## config.mk

```make
export PLATFORM = sky130hd
export DESIGN_NAME = alu_mul_seq
export DESIGN_NICKNAME = d
export VERILOG_FILES = /design/src/rtl/alu_mul_seq.sv
export SDC_FILE = /design/constraint.sdc
export NUM_CORES = 1
export LEC_CHECK = 0
export BUFFER_PORTS_ARGS = -buffer_cell sky130_fd_sc_hd__buf_2
export CAP_MARGIN = 20
export CORE_ASPECT_RATIO = 0.7
export CORE_MARGIN = 2
export CORE_UTILIZATION = 30
export CTS_BUF_LIST = sky130_fd_sc_hd__clkbuf_4 sky130_fd_sc_hd__clkbuf_8
export DETAILED_ROUTE_END_ITERATION = 10
export GPL_ROUTABILITY_DRIVEN = 0
export SYNTH_ARGS = -nofsm -noshare
export SYNTH_HDL_FRONTEND = slang
export SYNTH_SLANG_ARGS = --single-unit
```

## constraint.sdc

```tcl
create_clock -name clk -period 2 [get_ports clk]
set_input_delay 0.2 -clock clk [delete_from_list [all_inputs] [get_ports clk]]
set_output_delay 0.2 -clock clk [all_outputs]
set_load 0.01 [all_outputs]
```

## src/rtl/alu_mul_seq.sv

```systemverilog
// Sequential 16x16->32 unsigned shift-add multiplier that borrows one shared 16-bit ALU, one bit per clock.
// Optional ALU bypass port (idle-time sharing) enabled by defining ALU_MUL_SEQ_BYPASS_EN.
module alu_mul_seq #(
  parameter logic [3:0] ADD_OP           = 4'b1001,
  parameter logic       ADD_MODE         = 1'b0,
  parameter bit         CARRY_ACTIVE_LOW = 1'b1
) (
  input  logic        clk,
  input  logic        reset,
  input  logic        start,
  input  logic [15:0] mcand,
  input  logic [15:0] mplier,
  output logic        busy,
  output logic        done,
  output logic [31:0] product,
  output logic [3:0]  alu_op,
  output logic        alu_mode,
  output logic [15:0] alu_x,
  output logic [15:0] alu_y,
  output logic        alu_c_in,
  input  logic [15:0] alu_z,
  input  logic        alu_c_out
`ifdef ALU_MUL_SEQ_BYPASS_EN
  ,
  input  logic        byp_req,
  input  logic [3:0]  byp_alu_op,
  input  logic        byp_mode,
  input  logic [15:0] byp_x,
  input  logic [15:0] byp_y,
  input  logic        byp_c_in,
  output logic        byp_gnt,
  output logic [15:0] byp_z,
  output logic        byp_c_out
`endif
);

  localparam int unsigned W  = 16;
  localparam int unsigned PW = 32;
  localparam int unsigned CW = 4;
  localparam logic NO_CARRY  = CARRY_ACTIVE_LOW ? 1'b1 : 1'b0;
  localparam logic [CW-1:0] LAST_CNT = CW'(W - 1);

  typedef enum logic [1:0] {IDLE, RUN, DONE} state_t;

  state_t          state_q, state_d;
  logic [CW-1:0]   count_q, count_d;
  logic [PW-1:0]   acc_q, acc_d;
  logic [W-1:0]    mc_q, mc_d;
  logic [PW-1:0]   product_q, product_d;
  logic            busy_q, busy_d;
  logic            done_q, done_d;
  logic            cy;

  always_ff @(posedge clk) begin
    if (reset) begin
      state_q   <= IDLE;
      count_q   <= '0;
      acc_q     <= '0;
      mc_q      <= '0;
      product_q <= '0;
      busy_q    <= 1'b0;
      done_q    <= 1'b0;
    end else begin
      state_q   <= state_d;
      count_q   <= count_d;
      acc_q     <= acc_d;
      mc_q      <= mc_d;
      product_q <= product_d;
      busy_q    <= busy_d;
      done_q    <= done_d;
    end
  end

  // Next state: one shift-add step per RUN cycle, ALU result folded back into the accumulator.
  always_comb begin
    state_d   = state_q;
    count_d   = count_q;
    acc_d     = acc_q;
    mc_d      = mc_q;
    product_d = product_q;
    cy        = alu_c_out ^ NO_CARRY;
    case (state_q)
      IDLE: begin
        if (start) begin
          mc_d    = mcand;
          acc_d   = {W'(0), mplier};
          count_d = '0;
          state_d = RUN;
        end
      end
      RUN: begin
        acc_d   = {cy, alu_z, acc_q[W-1:1]};
        count_d = count_q + CW'(1);
        if (count_q == LAST_CNT) begin
          product_d = acc_d;
          state_d   = DONE;
        end
      end
      DONE:    state_d = IDLE;
      default: state_d = IDLE;
    endcase
    busy_d = (state_d == RUN);
    done_d = (state_d == DONE);
  end

  // ALU drive: multiply step in RUN, optional bypass grant in IDLE, quiet add of zeros otherwise.
  always_comb begin
    alu_op   = ADD_OP;
    alu_mode = ADD_MODE;
    alu_x    = '0;
    alu_y    = '0;
    alu_c_in = NO_CARRY;
`ifdef ALU_MUL_SEQ_BYPASS_EN
    byp_gnt  = 1'b0;
`endif
    if (state_q == RUN) begin
      alu_x = acc_q[PW-1:W];
      alu_y = acc_q[0] ? mc_q : W'(0);
    end
`ifdef ALU_MUL_SEQ_BYPASS_EN
    else if ((state_q == IDLE) && byp_req && !start && !reset) begin
      byp_gnt  = 1'b1;
      alu_op   = byp_alu_op;
      alu_mode = byp_mode;
      alu_x    = byp_x;
      alu_y    = byp_y;
      alu_c_in = byp_c_in;
    end
`endif
  end

`ifdef ALU_MUL_SEQ_BYPASS_EN
  assign byp_z     = alu_z;
  assign byp_c_out = alu_c_out;
`endif

  assign busy    = busy_q;
  assign done    = done_q;
  assign product = product_q;

endmodule

```

==> key figures <==
Run status
  – Status: completed

Synthesis
  – Cell taking the most area after synthesis: dfxtp_1
  – Synthesized flop and latch total: 88
  – Ys async rst share: 0%
  – Number of synthesized flops with an enable pin: 0
  – Top cell type's share of synthesized area: 44.3%
  – Syn avg cell area: 8.96 um^2
  – Synth cell types: 35
  – Synth top area cells: dfxtp_1 (44%), nand2b_1 (12%), mux2i_1 (7.8%), a21oi_1 (4.2%), nor2_1 (3.5%)
  – Mapped Area: 0.00398 mm^2
  – Sequential area share after synthesis: 44.3%
  – Most used DFF post-synth: dfxtp_1
  – Post-Synthesis Cells: 444
  – Synth warn: 0

Timing
  – Final hold vios: 0
  – Setup tns final: 0 ns
  – Final WS setup: 0.234 ns
  – Setup violations, final: 0
  – Period utilisation layout: 88.3%
  – F_max: 566 MHz
  – Least-Margin Pin Slew: 0.564 ns
  – Final count of pins violating max slew: 0
  – Final setup skew: 0.00708 ns
  – Post-layout min period: 1.77 ns
  – RSZ-0062 raised after global routing: false
  – Slew HR: 62.4%

Drt
  – Via count: 3299
  – Post-route ant nets: 0
  – Final WL: 9590 um
  – Vias per inst: 4.61
  – DRC violation count after routing: 0
  – Pre-antenna DRT Iters: 4
  – Routed length per instance: 13.4 um
  – 1st-iter DRT viols: 176

Min path
  – HP Class: in -> reg
  – Hold Path Depth: 2

Final layout
  – Fraction of layout cells with a size suffix above 1: 28.6%
  – Area of the multi-input gates: 0.00195 mm^2
  – Layout area overhead: 20.9%
  – Fillcell total: 1351
  – Most frequent cells in the layout: buf_2 (117), dfxtp_1 (88), nand2b_1 (78)
  – # diodes: 0
  – Commonest non-fill, non-tap cell in the layout: buf_2
  – Layout Nets: 597
  – Sequential cell area: 0.00176 mm^2

Global routing
  – Overflow after GRT: 0
  – Vias in the first global route: 3115
  – Global-route wire length before repair: 15300 um
  – Total GRT Usage: 13.7%
  – Largest net degree at the start of global routing: 54
  – Initial antenna violation count: 0

Die
  – Width of the die: 142 um
  – Core Region: 0.0131 mm^2
  – Die Area: 0.0142 mm^2
  – Rows: 35
  – Starting density of the core: 30.5%
  – # IOs: 124
  – Die Ht: 100 um

Worst setup path
  – Critical Path RT: 1.80 ns
  – Crit-path cells: nor2b_4 -> buf_6 -> and3_1 -> buf_2
  – Crit path arrival time: 1.57 ns
  – Number of cells on the worst reg-to-reg path: 4
  – Slowest-stage cell, CP: dfxtp_1
  – Critical Path Fanout Max: 53
  – Element type at the critical path start: flip-flop
  – Setup CP Type: reg -> out
  – CP endpoint kind: primary output
  – Crit-path max cell delay: 0.37 ns

Clock tree
  – Clk buf depth: 2
  – CTS sink cnt: 88
  – Root Buffer: clkbuf_8
  – H-Tree Depth: 3
  – Post-CTS sizing: 0
  – Clk_lat worst skew: 0.36 ns
  – CTS tree: done
  – Setup bufs post-CTS: 0
  – CTS Buf Count: 9
  – Clock transition at path regs: 0.08 ns
  – CTS hold repair buffers: 0

Place
  – Port Buffers: 117
  – Setup slack after placement: 0.374 ns
  – Detailed Place HPWL: 6560 um

Power and ir drop
  – LEAKAGE: 2.13 nW
  – Cell Pwr Density: 706 mW/mm^2
  – Max VDD drop: 0.255 mV

Flow run
  – Max-cap violations: 0
[cells by family after synthesis]
kind of cell    after synthesis  share of synthesized area, %
compound gates               58                          9.13
buf+inv                      44                          6.92
fa+ha+maj                     1                         0.315
flops                        88                          44.3
simple gates                219                          31.1
mux                          32                          8.09
other cells                   2                         0.189
[where the power goes]
| part | switching (mW) | internal [mW] | leakage, nW | total [mW] |
|---|---|---|---|---|
| sequential | 0.0469 | 1.82 | 0.718 | 1.87 |
| clock | 0.621 | 0.525 | 0.0937 | 1.15 |
| combinational | 0.206 | 0.178 | 1.32 | 0.383 |
| total | 0.874 | 2.52 | 2.13 | 3.39 |
[state kept, by name, summed over array words and instances, names as in the netlist]
register  flops
mc_q         16
product      32
state_q       2
acc_q        32
done          1
busy          1
count_q       4
[worst max-delay path: cells and delay by family (launching register included)]
family / cells / cell delay [ns]
buffers and inverters: 2 / 0.45
and+or+nand+nor: 2 / 0.39
DFF: 1 / 0.37
[per-layer routing]
metal	vias to the layer above	wire, um	global-route usage (%)
met5	-	0	0
met2	87	4300	22.1
met1	1533	4570	17.8
li1	1663	-	-
met3	16	551	4.15
met4	0	160	4.31
[final cells by class]
type	instances	share of cell area, %
sequential	88	36.7
clock buffer	13	3.33
timing repair buffer	129	14.7
clock inverter	3	0.364
tap	166	4.32
multi-input combinational	316	40.7
[cell usage after synthesis (2+ instances only)]
| library cell | instances |
|---|---|
| dfxtp_1 | 88 |
| nand2b_1 | 78 |
| nor2_1 | 37 |
| a21oi_1 | 33 |
| nand2_1 | 33 |
| mux2i_1 | 31 |
| clkbuf_1 | 20 |
| a22oi_1 | 16 |
| and2_1 | 16 |
| and3_1 | 16 |
| nor3_1 | 16 |
| or3b_1 | 9 |
| buf_4 | 8 |
| or3b_2 | 7 |
| buf_2 | 6 |
| a211oi_1 | 3 |
| buf_1 | 3 |
| buf_12 | 3 |
| buf_6 | 3 |
| conb_1 | 2 |
| nor2b_1 | 2 |
[per-stage QoR]
stage	instances	area (um^2)	power, mW	hold slack (ns)	utilization, %
2_1_floorplan	448	3990	2.17	0.299	-
3_3_place_gp	699	4620	2.28	0.418	35.4
3_5_place_dp	699	4620	2.29	0.426	35.4
4_1_cts	715	4800	3.47	0.0315	36.8
5_1_grt	715	4810	3.58	0.0407	36.8
6_report	715	4810	3.39	0.0528	36.8
[path summary, 6_finish.rpt]
check / end / startpoint / slack, ns
setup / recovery: alu_y[15] / state_q[0] / 0.23
hold / removal: product[31] / alu_c_out / 0.05
setup reg to reg: product[29] / count_q[0] / 0.37
hold reg to reg: mc_q[14] / mc_q[14] / 0.45
Note: power is estimated with default switching activity, not from simulation.
